`config.mk`:
```
export PLATFORM = sky130hd
export DESIGN_NAME = load_unit
export DESIGN_NICKNAME = d
export VERILOG_FILES = /design/src/rtl/load_unit.sv
export SDC_FILE = /design/constraint.sdc
export NUM_CORES = 1
export LEC_CHECK = 0
export ABC_AREA = 1
export BUFFER_PORTS_ARGS = -buffer_cell sky130_fd_sc_hd__buf_4
export CAP_MARGIN = 20
export CORE_MARGIN = 1.5
export CORE_UTILIZATION = 30
export DETAILED_ROUTE_END_ITERATION = 12
export PLACE_DENSITY = 0.66
export SLEW_MARGIN = 5
export SYNTH_ARGS = -nofsm -noshare
export SYNTH_HDL_FRONTEND = slang
export SYNTH_SLANG_ARGS = --single-unit
export TNS_END_PERCENT = 5
```
`constraint.sdc`:
```
create_clock -name clock -period 1.2 [get_ports clock]
set_input_delay 0.06 -clock clock [delete_from_list [all_inputs] [get_ports clock]]
set_output_delay 0.06 -clock clock [all_outputs]
set_load 0.05 [all_outputs]
```
`src/rtl/load_unit.sv`:
```
// Multi-cycle load path: issues a read to synchronous data memory, waits out its latency, then extends and returns the word/byte.
// Optional store-to-load forwarding is enabled by defining LOAD_UNIT_STORE_FWD_EN.
module load_unit #(
  parameter int ADDR_W      = 8,
  parameter int MEM_LATENCY = 1
) (
  input  logic              clock,
  input  logic              reset,
  input  logic              req_valid,
  input  logic [ADDR_W-1:0] req_addr,
  input  logic              req_byte,
  input  logic              req_byte_sel,
  input  logic              req_signed,
  output logic [ADDR_W-1:0] mem_addr,
  output logic              mem_rden,
  input  logic [15:0]       mem_q,
  input  logic              st_en,
  input  logic [ADDR_W-1:0] st_addr,
  input  logic [15:0]       st_data,
  output logic              stall_out,
  output logic              load_valid,
  output logic [15:0]       load_data
);

  typedef enum logic [1:0] {
    IDLE,
    WAIT,
    DONE
  } state_t;

  state_t            state_q, state_d;
  logic [2:0]        cnt_q, cnt_d;
  logic [ADDR_W-1:0] a_reg_q, a_reg_d;
  logic              byte_q, byte_d;
  logic              byte_sel_q, byte_sel_d;
  logic              signed_q, signed_d;
  logic [15:0]       load_data_q, load_data_d;
  logic [15:0]       src_data;
  logic [7:0]        byte_val;
  logic [15:0]       ext_data;

`ifdef LOAD_UNIT_STORE_FWD_EN
  logic              fwd_q, fwd_d;
  logic [15:0]       fwd_data_q, fwd_data_d;
  logic              fwd_hit;
  logic              issue;
  logic [ADDR_W-1:0] snoop_addr;

  // A store in the same cycle as capture is newer than anything latched, so it takes priority.
  always_comb begin
    issue      = (state_q == IDLE) && req_valid;
    snoop_addr = (state_q == IDLE) ? req_addr : a_reg_q;
    fwd_hit    = st_en && (st_addr == snoop_addr) && (issue || (state_q == WAIT));
    fwd_d      = fwd_q;
    fwd_data_d = fwd_data_q;
    if (issue) begin
      fwd_d = fwd_hit;
    end else if (fwd_hit) begin
      fwd_d = 1'b1;
    end
    if (fwd_hit) begin
      fwd_data_d = st_data;
    end
  end

  always_ff @(posedge clock) begin
    if (reset) begin
      fwd_q      <= 1'b0;
      fwd_data_q <= '0;
    end else begin
      fwd_q      <= fwd_d;
      fwd_data_q <= fwd_data_d;
    end
  end

  assign src_data = fwd_hit ? st_data : (fwd_q ? fwd_data_q : mem_q);
`else
  logic unused_st;
  assign unused_st = ^{st_en, st_addr, st_data};
  assign src_data  = mem_q;
`endif

  always_comb begin
    byte_val = byte_sel_q ? src_data[15:8] : src_data[7:0];
    if (!byte_q) begin
      ext_data = src_data;
    end else if (signed_q) begin
      ext_data = {{8{byte_val[7]}}, byte_val};
    end else begin
      ext_data = {8'h00, byte_val};
    end
  end

  always_comb begin
    state_d     = state_q;
    cnt_d       = cnt_q;
    a_reg_d     = a_reg_q;
    byte_d      = byte_q;
    byte_sel_d  = byte_sel_q;
    signed_d    = signed_q;
    load_data_d = load_data_q;
    mem_rden    = 1'b0;
    mem_addr    = a_reg_q;
    stall_out   = 1'b0;
    unique case (state_q)
      IDLE: begin
        if (req_valid) begin
          mem_rden   = 1'b1;
          mem_addr   = req_addr;
          stall_out  = 1'b1;
          a_reg_d    = req_addr;
          byte_d     = req_byte;
          byte_sel_d = req_byte_sel;
          signed_d   = req_signed;
          cnt_d      = 3'(MEM_LATENCY);
          state_d    = WAIT;
        end
      end
      WAIT: begin
        stall_out = 1'b1;
        if (cnt_q == 3'd1) begin
          load_data_d = ext_data;
          cnt_d       = '0;
          state_d     = DONE;
        end else begin
          cnt_d = cnt_q - 3'd1;
        end
      end
      DONE: begin
        state_d = IDLE;
      end
      default: begin
        state_d = IDLE;
      end
    endcase
    // Combinational outputs read as their reset values while reset is held.
    if (reset) begin
      mem_rden  = 1'b0;
      mem_addr  = '0;
      stall_out = 1'b0;
    end
  end

  always_ff @(posedge clock) begin
    if (reset) begin
      state_q     <= IDLE;
      cnt_q       <= '0;
      a_reg_q     <= '0;
      byte_q      <= 1'b0;
      byte_sel_q  <= 1'b0;
      signed_q    <= 1'b0;
      load_data_q <= '0;
    end else begin
      state_q     <= state_d;
      cnt_q       <= cnt_d;
      a_reg_q     <= a_reg_d;
      byte_q      <= byte_d;
      byte_sel_q  <= byte_sel_d;
      signed_q    <= signed_d;
      load_data_q <= load_data_d;
    end
  end

  assign load_valid = (state_q == DONE);
  assign load_data  = load_data_q;

endmodule

```
* Word level (Yosys, flattened, before mapping)
Cells that the tools add are included.
** Storage, ports and cells
- Register bits :: 32
- Input port bits :: 55
- Output and inout bits :: 27
- Logic and storage cells :: 36
** Cells by class
- Add/subtract/negate cells :: 1
- Equality and inequality tests :: 5
- Multiplexer cells :: 17
- Reductions and logical operators :: 6
** Operators by type and width (number)
- $mux 16 :: 2
- $mux 8 :: 4
- $reduce_and 2->1 :: 4
- $mux 3 :: 2
- $pmux 3 s2 :: 1
- $mux 1 :: 4
- $mux 2 :: 2
- $ne 2x2->1 const B :: 2
- $pmux 2 s2 :: 1
- $eq 3x1->1 const B :: 1
- $sub 3x1->3 const B :: 1
- $eq 2x1->1 const B :: 1
- $eq 2x2->1 const B :: 1
- $logic_not 2->1 :: 1
- $pmux 1 s2 :: 1
- $reduce_bool 2->1 :: 1

* Logic depth before layout (Yosys ltp)
Gate-level depths: netlist of the first run.
- Depth in word-level cells :: 3
- Depth in mapped cells :: 9

* Least setup slack after synthesis of the first run
No wires, ideal clock.
- Path kind :: flip-flop to flip-flop
- Start :: reg state_q[0]
- End :: reg a_reg_q[1]
- Setup time :: 0.198 ns
- Arrival time :: 1.497 ns
- Required time :: 1.002 ns
- Slack :: -0.494 ns
- Stages on the path, launching flop included :: 6
- Buffers on the path :: 1
- Period minus slack after synthesis :: 1.694 ns
- Cells stage by stage :: dfxtp_1 inv_1 nand3_1 buf_2 o21ai_0 nor2_1
** Between the ends
- Word-level cells in the longest chain between the ends :: 3
** RTL lines
- from (decl) :: line 31 : state_t state_q, state_d;
- from (signal assigned) :: line 154 : state_q <= state_d;
- $logic_not 2->1
- $mux 8 (2 in series)
- via mem_addr[1] :: line 14 : output logic [ADDR_W-1:0] mem_addr,
- to (signal assigned) :: line 156 : a_reg_q <= a_reg_d;
- to (decl) :: line 33 : logic [ADDR_W-1:0] a_reg_q, a_reg_d;
The timed path passes the listed nets, and every way through them passes these cells.
A chain may end at the register's enable or synchronous reset.

* Final worst setup path of the first run
- Start :: reg state_q[0]
- End :: out mem_addr[6]
** Between the ends
- Word-level cells in the longest chain between the ends :: 3
** RTL lines
- $logic_not 2->1 :: line 105 : unique case (state_q)
- $mux 8
- $mux 8 :: line 137 : if (reset) begin
- to (decl) :: line 14
No other way between the ends.

==> impl_metrics.toml, run 1 <==
[run_status]
status = "complete, but fails checks"
violations = "negative setup slack"

[die]
fp-row-count = 25
coreArea_um2 = 4817
start_util_pct = 31.84
die_y_um = 74.51
num_io_pins = 82
die_w_um = 74.51
dieArea_um2 = 5551

[synth]
syn_area_um2 = 1534
syn_avg_cell_area_um2 = 6.472
syn_inst = 237
yosysSeqAreaShare_pct = 41.76
yosys_warnings = 0
ys_ff_latch = 32
syn-num-nets = 294
ys_types = 19

[layout]
area_growth_pct = 62.56
antenna_cells = 0
drive_gt1_share_pct = 41.94
final_nets = 367
final_area_um2 = 2494
final_core_util_pct = 51.77
fin_cells = 377

[cts]
cts-buffers-inserted = 5
clk_pin_slew_worst_paths_ns = 0.07
clk-insertion-delay-late_ns = 0.28
cts_tree = "yes"
htreeDepth = 2
cts_max_path_buffers = 2
ctsRootBufferMaster = "clkbuf_8"
cts_sinks = 32
post_cts_buffers = 0

[setup_path]
required_ns = 1.14
crit_fanout = 6
crit_chain = "inv_2 -> nand3_4 -> buf_12 -> o21ai_4 -> nor2_4 -> buf_6"
slowest_delay_ns = 0.33
end_kind = "output port"
arrival_ns = 1.30
cp_slowest_cell = "dfxtp_2"
worstSetupPathType = "flop to output port"
r2r-start = "cnt_q[1]"
r2r_cells = 9
start_kind = "flop"
r2r_end = "load_data[11]"
rrSetupSlack_ns = -0.03
startpoint = "state_q[0]"

[detailed_routing]
wl_per_cell_um = 10.46
vias = 1588
firstDrtPassIters = 4
drc = 0
drt_iter0_markers = 46
wl_um = 3944
vias_per_cell = 4.212
ant_nets = 0

[sta]
max_slew_margin_pct = 65.39
min_period_ns = 1.363
rsz0062_at_grt = "yes"
final_max_slew_viol_count = 0
min_period_over_period_pct = 113.6
hold_viol = 0
skew_ns = 0.001166
timing.hold.ws_ns = 0.02548
setup_viol = 16
final.setup.tns_ns = -1.422
fin_ws_ns = -0.1635
worst_pin_slew_ns = 0.5186
clock.fmax_mhz = 733.4

[global_routing]
grt_pass1_vias = 1557
track_usage_pct = 15.54
antenna_found_initial = 0
grt_pass1_wl_um = 6651
grt_max_degree = 17
grt_overflow = 0

[pwr]
p_per_area_nw_per_um2 = 1217
leakage_nw = 1.332
irDropWorstVdd_mv = 0.6909

[flow_run]
maxCapViolCount = 0

[min_path]
min_to = "signed_q"
hp-start = "req_signed"
worstHoldPathCells = 3
hold_path_class = "primary input to flop"

[place]
portBuffers = 56
dpl_cell_area_um2 = 2196
dp_hpwl_um = 2928
dp_cells = 369
gp_congestion = 0.8350
==> worst max-delay path, delay by kind of cell, from the launching register on <==
| family | cells | cell delay, ns |
|---|---|---|
| AO/OA/AOI/OAI | 1 | 0.15 |
| flip-flops | 1 | 0.33 |
| AND/OR/NAND/NOR | 2 | 0.16 |
| buffers and inverters | 3 | 0.38 |
==> where the power goes <==
part	internal (mW)	switching, mW	total (mW)
Clock	0.394	0.396	0.790
Sequential	1.16	0.0505	1.21
Combinational	0.399	0.637	1.04
Total	1.95	1.08	3.03
==> cells in the mapped netlist <==
library cell | count | area [um2]
o21ai_0 | 14 | 70.07
buf_1 | 1 | 3.750
nor2_8 | 1 | 20.02
nand3_1 | 10 | 50.05
nand2_1 | 75 | 281.5
nor2_1 | 42 | 157.7
clkinv_1 | 1 | 3.750
ha_1 | 2 | 25.02
buf_6 | 1 | 11.26
o22ai_1 | 1 | 6.260
nand4_1 | 1 | 6.260
dfxtp_1 | 32 | 640.6
buf_4 | 1 | 7.510
inv_1 | 35 | 131.4
buf_2 | 3 | 15.01
a21oi_1 | 4 | 20.02
nand2_4 | 1 | 11.26
nand2_2 | 11 | 68.82
inv_2 | 1 | 3.750
==> worst max path at each step <==
stage / to / slack [ns]
final: mem_addr[6] / -0.16
after global routing: mem_addr[6] / -0.21
after CTS: mem_addr[6] / -0.15
after detailed placement: mem_addr[5] / -0.15
after global placement: mem_addr[0] / -0.09
after floorplan: a_reg_q[1] / -0.05
==> cells by family (layout without fill, tap and decap cells) <==
kind of cell             after synthesis  after routing  synth area share [%]
AND/OR/NAND/NOR                      141            141                 38.83
flip-flops                            32             32                 41.76
buffers and inverters                 43            116                 11.50
AO/OA/AOI/OAI                         19             19                 6.281
adder cells (fa/ha/maj)                2              2                 1.631
==> registers in the layout, summed over array words and instances, names as in the netlist <==
| name | cells |
|---|---|
| state_q | 2 |
| byte_q | 1 |
| signed_q | 1 |
| load_data | 16 |
| byte_sel_q | 1 |
| cnt_q | 3 |
| a_reg_q | 8 |
==> layout make-up <==
cell class	count	area, um2
fillers	498	2323
multi-input cells	162	927.1
flip-flops and latches	32	644.4
repair buffers	72	616.8
inverters	37	143.9
well taps	67	83.83
clock buffers	6	72.57
clock inverters	1	5.005
==> layout by cell type, fill, tap and decap left out, drive strengths merged <==
cell         count
a21oi            4
buf             71
clkbuf           6
clkinv           2
dfxtp           32
dlygate4sd3      1
ha               2
inv             36
nand2           87
nand3           10
nand4            1
nor2            43
o21ai           14
o22ai            1
==> per-stage QoR <==
step / setup slack (ns) / total power, mW
2_1_floorplan: -0.04666 / 1.833
3_3_place_gp: -0.08691 / 2.131
3_5_place_dp: -0.1462 / 2.138
4_1_cts: -0.1547 / 3.067
5_1_grt: -0.2100 / 3.194
6_report: -0.1635 / 3.035
==> what timing repair did <==
action	in CTS	in global routing
setup endpoints to repair	27	29
hold buffers	1	0
pin swaps	1	1
endpoints found under the hold margin	1	0
resized for setup	52	6
gates cloned	0	0
==> metal layers <==
layer  GRT usage [%]  vias to the layer above  part of all wire, %  wire, um
met5               0                        -                    0         0
met4           4.242                        0                  1.2        48
met3           3.930                        5                  3.6       143
met2           27.28                       33                   50      1977
met1           18.82                      699                   45      1774
li1                -                      851                    -         -
(Power assumes the default switching activity.)
==> inputs of run 2 (changes only) <==
- GPL_ROUTABILITY_DRIVEN: unset -> 0
- PLACE_DENSITY: 0.66 -> 0.64
- clock period: 1.2 -> 1.3 ns (I/O delays scaled with it)
==> run 2 against run 1 <==
The flow still finishes with violations (negative setup slack). Design area decreased by 5.1%. Cell count decreased by 0.27%. Clock-buffer cell count unchanged. Sequential power decreased by 8%. Largest cell class unchanged. Largest power group unchanged. Highest routed layer unchanged.
==> impl_metrics.toml, run 2 (synthesized netlist as in run 1, its figures left out) <==
[run_status]
status = "complete, but fails checks"
violations = "negative setup slack"

[cts]
cts_max_path_buffers = 2
clk-insertion-delay-late_ns = 0.28
cts_sinks = 32
clk_pin_slew_worst_paths_ns = 0.07
cts_tree = "yes"
htreeDepth = 2
ctsRootBufferMaster = "clkbuf_8"
cts-buffers-inserted = 5

[detailed_routing]
wl_um = 3773
vias = 1554
vias_per_cell = 4.133
firstDrtPassIters = 4
drc = 0
drt_iter0_markers = 65
wl_per_cell_um = 10.03
ant_nets = 0

[flow_run]
maxCapViolCount = 0

[pwr]
clkPwrFrac_pct = 28.1
leakage_nw = 1.313
power_switching_uw = 952.6
p_int_mw = 1.828
p_per_area_nw_per_um2 = 1174
irDropWorstVdd_mv = 0.6224
p_comb_share_pct = 31.9
p_seq_share_pct = 40.0
sw_frac_of_total_pct = 34.26

[sta]
min_period_over_period_pct = 105.1
max_slew_margin_pct = 70.11
setup_viol = 9
hold_viol = 0
final_max_slew_viol_count = 0
final.setup.tns_ns = -0.4062
rsz0062_at_grt = "yes"
timing.hold.ws_ns = 0.03152
fin_ws_ns = -0.06679
worst_pin_slew_ns = 0.4478
clock.fmax_mhz = 731.6
skew_ns = 0.009115
min_period_ns = 1.367

[global_routing]
track_usage_pct = 14.80
grt_overflow = 0
grt_max_degree = 24
grt_pass1_wl_um = 6361
antenna_found_initial = 0
grt_pass1_vias = 1532

[setup_path]
startpoint = "state_q[1]"
required_ns = 1.24
r2r-start = "state_q[1]"
crit_fanout = 5
arrival_ns = 1.30
worstSetupPathType = "flop to output port"
start_kind = "flop"
end_kind = "output port"

[layout]
fillCellCount = 524
final_common_cell = "nand2_1"
seq_area_um2 = 644.4
final_nets = 365
largest_register_ffs = 16
antenna_cells = 0
multi_input_area_um2 = 813.3
final_area_um2 = 2367
final_core_util_pct = 49.14
layout_common_cells = "nand2_1 (74), buf_4 (55), inv_1 (33)"
area_growth_pct = 54.32
drive_gt1_share_pct = 38.51

[min_path]
hold_path_class = "primary input to flop"
hp-start = "req_signed"

[place]
portBuffers = 56
dp_hpwl_um = 2682
dpl_cell_area_um2 = 2096

[die]
die_y_um = 74.51
num_io_pins = 82
start_util_pct = 31.84
die_w_um = 74.51
dieArea_um2 = 5551
coreArea_um2 = 4817
fp-row-count = 25
==> run 2: cell count changes in the layout (fill, tap and decap cells not counted), sizes merged <==
| cell | before | now |
|---|---|---|
| clkinv | 2 | 3 |
| buf | 71 | 69 |
==> run 2: final cells by class <==
| class | instances | area share, % |
|---|---|---|
| inverter | 37 | 6.078 |
| sequential | 32 | 27.22 |
| clock buffer | 6 | 3.488 |
| clock inverter | 2 | 0.4228 |
| tap | 67 | 3.541 |
| multi-input combinational | 162 | 34.36 |
| timing repair buffer | 70 | 24.89 |
==> run 2: path summary, 6_finish.rpt <==
path / cells after the start / to / slack, ns
max: 6 / mem_addr[0] / -0.07
min: 3 / signed_q / 0.03
max reg2reg: 7 / byte_q / 0.07
min reg2reg: 2 / signed_q / 0.49
==> run 2: per-stage QoR <==
stage / power, mW / instances / setup slack, ns
finish: 2.780 / 376 / -0.06679
global route: 2.938 / 376 / -0.1430
CTS: 2.776 / 376 / -0.07103
detailed placement: 1.913 / 362 / 0.03002
global placement: 1.908 / 362 / 0.02963
floorplan: 1.653 / 237 / -0.1525
==> run 2: what timing repair did <==
item / CTS / global route
pin swaps: 2 / 3
setup buffers: 4 / 0
gates resized for setup: 32 / 15
hold endpoints to repair: 1 / 0
endpoints found under the setup margin: 9 / 25
cloned: 1 / 0
hold buffers: 1 / 0
==> run 2: worst max-delay path, stage by stage, from the launching register on <==
cell and delay [ns]:
dfxtp_2 0.34, inv_2 0.05, nand3_4 0.11, buf_6 0.14, o21ai_2 0.06, nor2_2 0.15
buf_6 0.17
==> run 2: power by group through the flow <==
stage               sequential (mW)  combinational [mW]  clock, mW
detailed placement             1.13               0.785          0
global route                   1.12               0.972      0.843
finish                         1.11               0.888      0.781
global placement               1.13               0.782          0
CTS                            1.11               0.859      0.808
floorplan                      1.25               0.402          0
==> run 2: metal layers <==
layer	GRT usage (%)	vias to the layer above	share of wire (%)
li1	-	856	-
met1	17.16	662	43
met2	25.79	30	50
met3	5.556	6	5.8
met4	3.636	0	1.2
met5	0	-	0
==> inputs of run 3 (changes only) <==
==> constraint.sdc (replaced) <==
create_clock -name clock -period 1.3 [get_ports clock]
set_input_delay 0.13 -clock clock [delete_from_list [all_inputs] [get_ports clock]]
set_output_delay 0.13 -clock clock [all_outputs]
set_load 0.05 [all_outputs]
==> run 3 against run 2 <==
The run still ends with negative setup slack left. Via count fell by 2.4%. Core utilization decreased by 0.83 points. Clock-buffer cell count is 2 higher. Sequential power is essentially flat. Critical path depth is the same. Critical path type unchanged. Largest cell class unchanged.
==> impl_metrics.toml, run 3 (synthesized netlist as in run 1, its figures left out) <==
[place]
portBuffers = 56
preCtsSetupSlack_ns = -0.04438
dp_hpwl_um = 2818
dpl_cell_area_um2 = 2098

[cts]
clk-insertion-delay-late_ns = 0.29
ctsHoldBuffers = 0
cts_sinks = 32
clk_pin_slew_worst_paths_ns = 0.07
cts_max_path_buffers = 2
ctsRootBufferMaster = "clkbuf_8"
cts-buffers-inserted = 5
htreeDepth = 2
cts_tree = "yes"

[die]
fp-row-count = 25
coreArea_um2 = 4817
dieArea_um2 = 5551
start_util_pct = 31.84
die_w_um = 74.51
num_io_pins = 82
die_y_um = 74.51

[setup_path]
end_kind = "output port"
r2r_cells = 9
required_ns = 1.17
crit_chain = "inv_4 -> nand3_4 -> buf_8 -> o21ai_4 -> nor2_4 -> buf_6"
arrival_ns = 1.31
r2r-start = "cnt_q[1]"
cp_slowest_cell = "dfxtp_2"
rrSetupSlack_ns = 0.04
crit_fanout = 8
start_kind = "flop"
worstSetupPathType = "flop to output port"
cp-endpoint = "mem_addr[3]"
slowest_delay_ns = 0.34
startpoint = "state_q[0]"
r2r_end = "load_data[13]"

[global_routing]
antenna_found_initial = 0
grt_pass1_vias = 1408
grt_overflow = 0
grt_pass1_wl_um = 6265
grt_max_degree = 17
track_usage_pct = 14.84

[pwr]
p_per_area_nw_per_um2 = 1196
clkPwrFrac_pct = 28.9
irDropWorstVdd_mv = 0.7311
p_int_mw = 1.822
power_switching_uw = 961.3
sw_frac_of_total_pct = 34.54
leakage_nw = 1.292
p_seq_share_pct = 40.0
p_total_mw = 2.783
p_comb_share_pct = 31.2

[sta]
final.setup.tns_ns = -1.121
max_slew_margin_pct = 66.83
final_max_slew_viol_count = 0
hold_viol = 0
skew_ns = 0.003824
rsz0062_at_grt = "yes"
clock.fmax_mhz = 694.3
fin_ws_ns = -0.1403
setup_viol = 10
worst_pin_slew_ns = 0.4970
min_period_ns = 1.440
min_period_over_period_pct = 110.8

[layout]
final_common_cell = "nand2_1"
final_nets = 362
layout_common_cells = "nand2_1 (74), buf_4 (54), inv_1 (34)"
final_core_util_pct = 48.31
multi_input_area_um2 = 807.0
area_growth_pct = 51.71
fillCellCount = 512
largest_register_ffs = 16
final_area_um2 = 2327
drive_gt1_share_pct = 37.58
seq_area_um2 = 644.4
antenna_cells = 0

[detailed_routing]
ant_nets = 0
vias_per_cell = 4.067
vias = 1517
drc = 0
drt_iter0_markers = 40
firstDrtPassIters = 4
wl_um = 3908
wl_per_cell_um = 10.48

[flow_run]
maxCapViolCount = 0

[min_path]
hold_path_class = "primary input to flop"

[run_status]
status = "complete, but fails checks"
violations = "negative setup slack"
==> run 3: changes by cell type in the layout (fill, tap and decap cells not counted), sizes merged <==
cell and delta:
buf -2, dlygate4sd3 -1, clkbuf +2, clkinv -2
==> run 3: power groups by stage <==
stage	registers, mW	logic, mW	clock network, mW
2_1_floorplan	1.25	0.402	0
3_3_place_gp	1.13	0.781	0
3_5_place_dp	1.13	0.787	0
4_1_cts	1.11	0.854	0.821
5_1_grt	1.12	0.940	0.868
6_report	1.11	0.867	0.803
==> run 3: per-stage QoR <==
stage / hold slack (ns) / std cells
5_1_grt: 0.03757 / 373
3_5_place_dp: 0.3337 / 364
4_1_cts: 0.02782 / 373
3_3_place_gp: 0.3318 / 364
6_report: 0.02982 / 373
2_1_floorplan: 0.1991 / 237
==> run 3: layout make-up <==
type                    instances  area share, %
repair buffers                 67          23.87
clock buffers                   8          3.871
well taps                      67          3.602
multi-input cells             162          34.68
inverters                      37          6.290
flip-flops and latches         32          27.69
==> run 3: worst min-delay path by stage <==
stage | from | endpoint | slack [ns] | depth (start not counted)
3_3_place_gp | reset | state_q[0] | 0.33 | 2
3_5_place_dp | reset | state_q[0] | 0.33 | 2
6_report | reset | state_q[0] | 0.03 | 2
2_1_floorplan | reset | state_q[0] | 0.20 | 1
4_1_cts | reset | state_q[0] | 0.03 | 2
5_1_grt | reset | state_q[0] | 0.04 | 2
==> run 3: timing repair <==
action | 4_1_cts | 5_1_grt
endpoints found under the setup margin | 18 | 22
cloned | 0 | 0
gates resized for setup | 36 | 10
hold endpoints to repair | 0 | 0
setup buffers | 1 | 0
pin swaps | 2 | 4
==> run 3: worst max-delay path, delay by kind of cell (launching register included) <==
kind	cells	cell delay (ns)
AOI/OAI and AO/OA	1	0.15
DFF	1	0.34
and+or+nand+nor	2	0.15
buffers and inverters	3	0.38
==> run 3: layer usage <==
layer  global-route usage [%]  routed length, um  vias up
met5                        0                  0        -
met4                    4.848                 55        0
met3                    4.607                184        5
met2                    23.21               1838       29
met1                    19.50               1830      640
li1                         -                  -      843
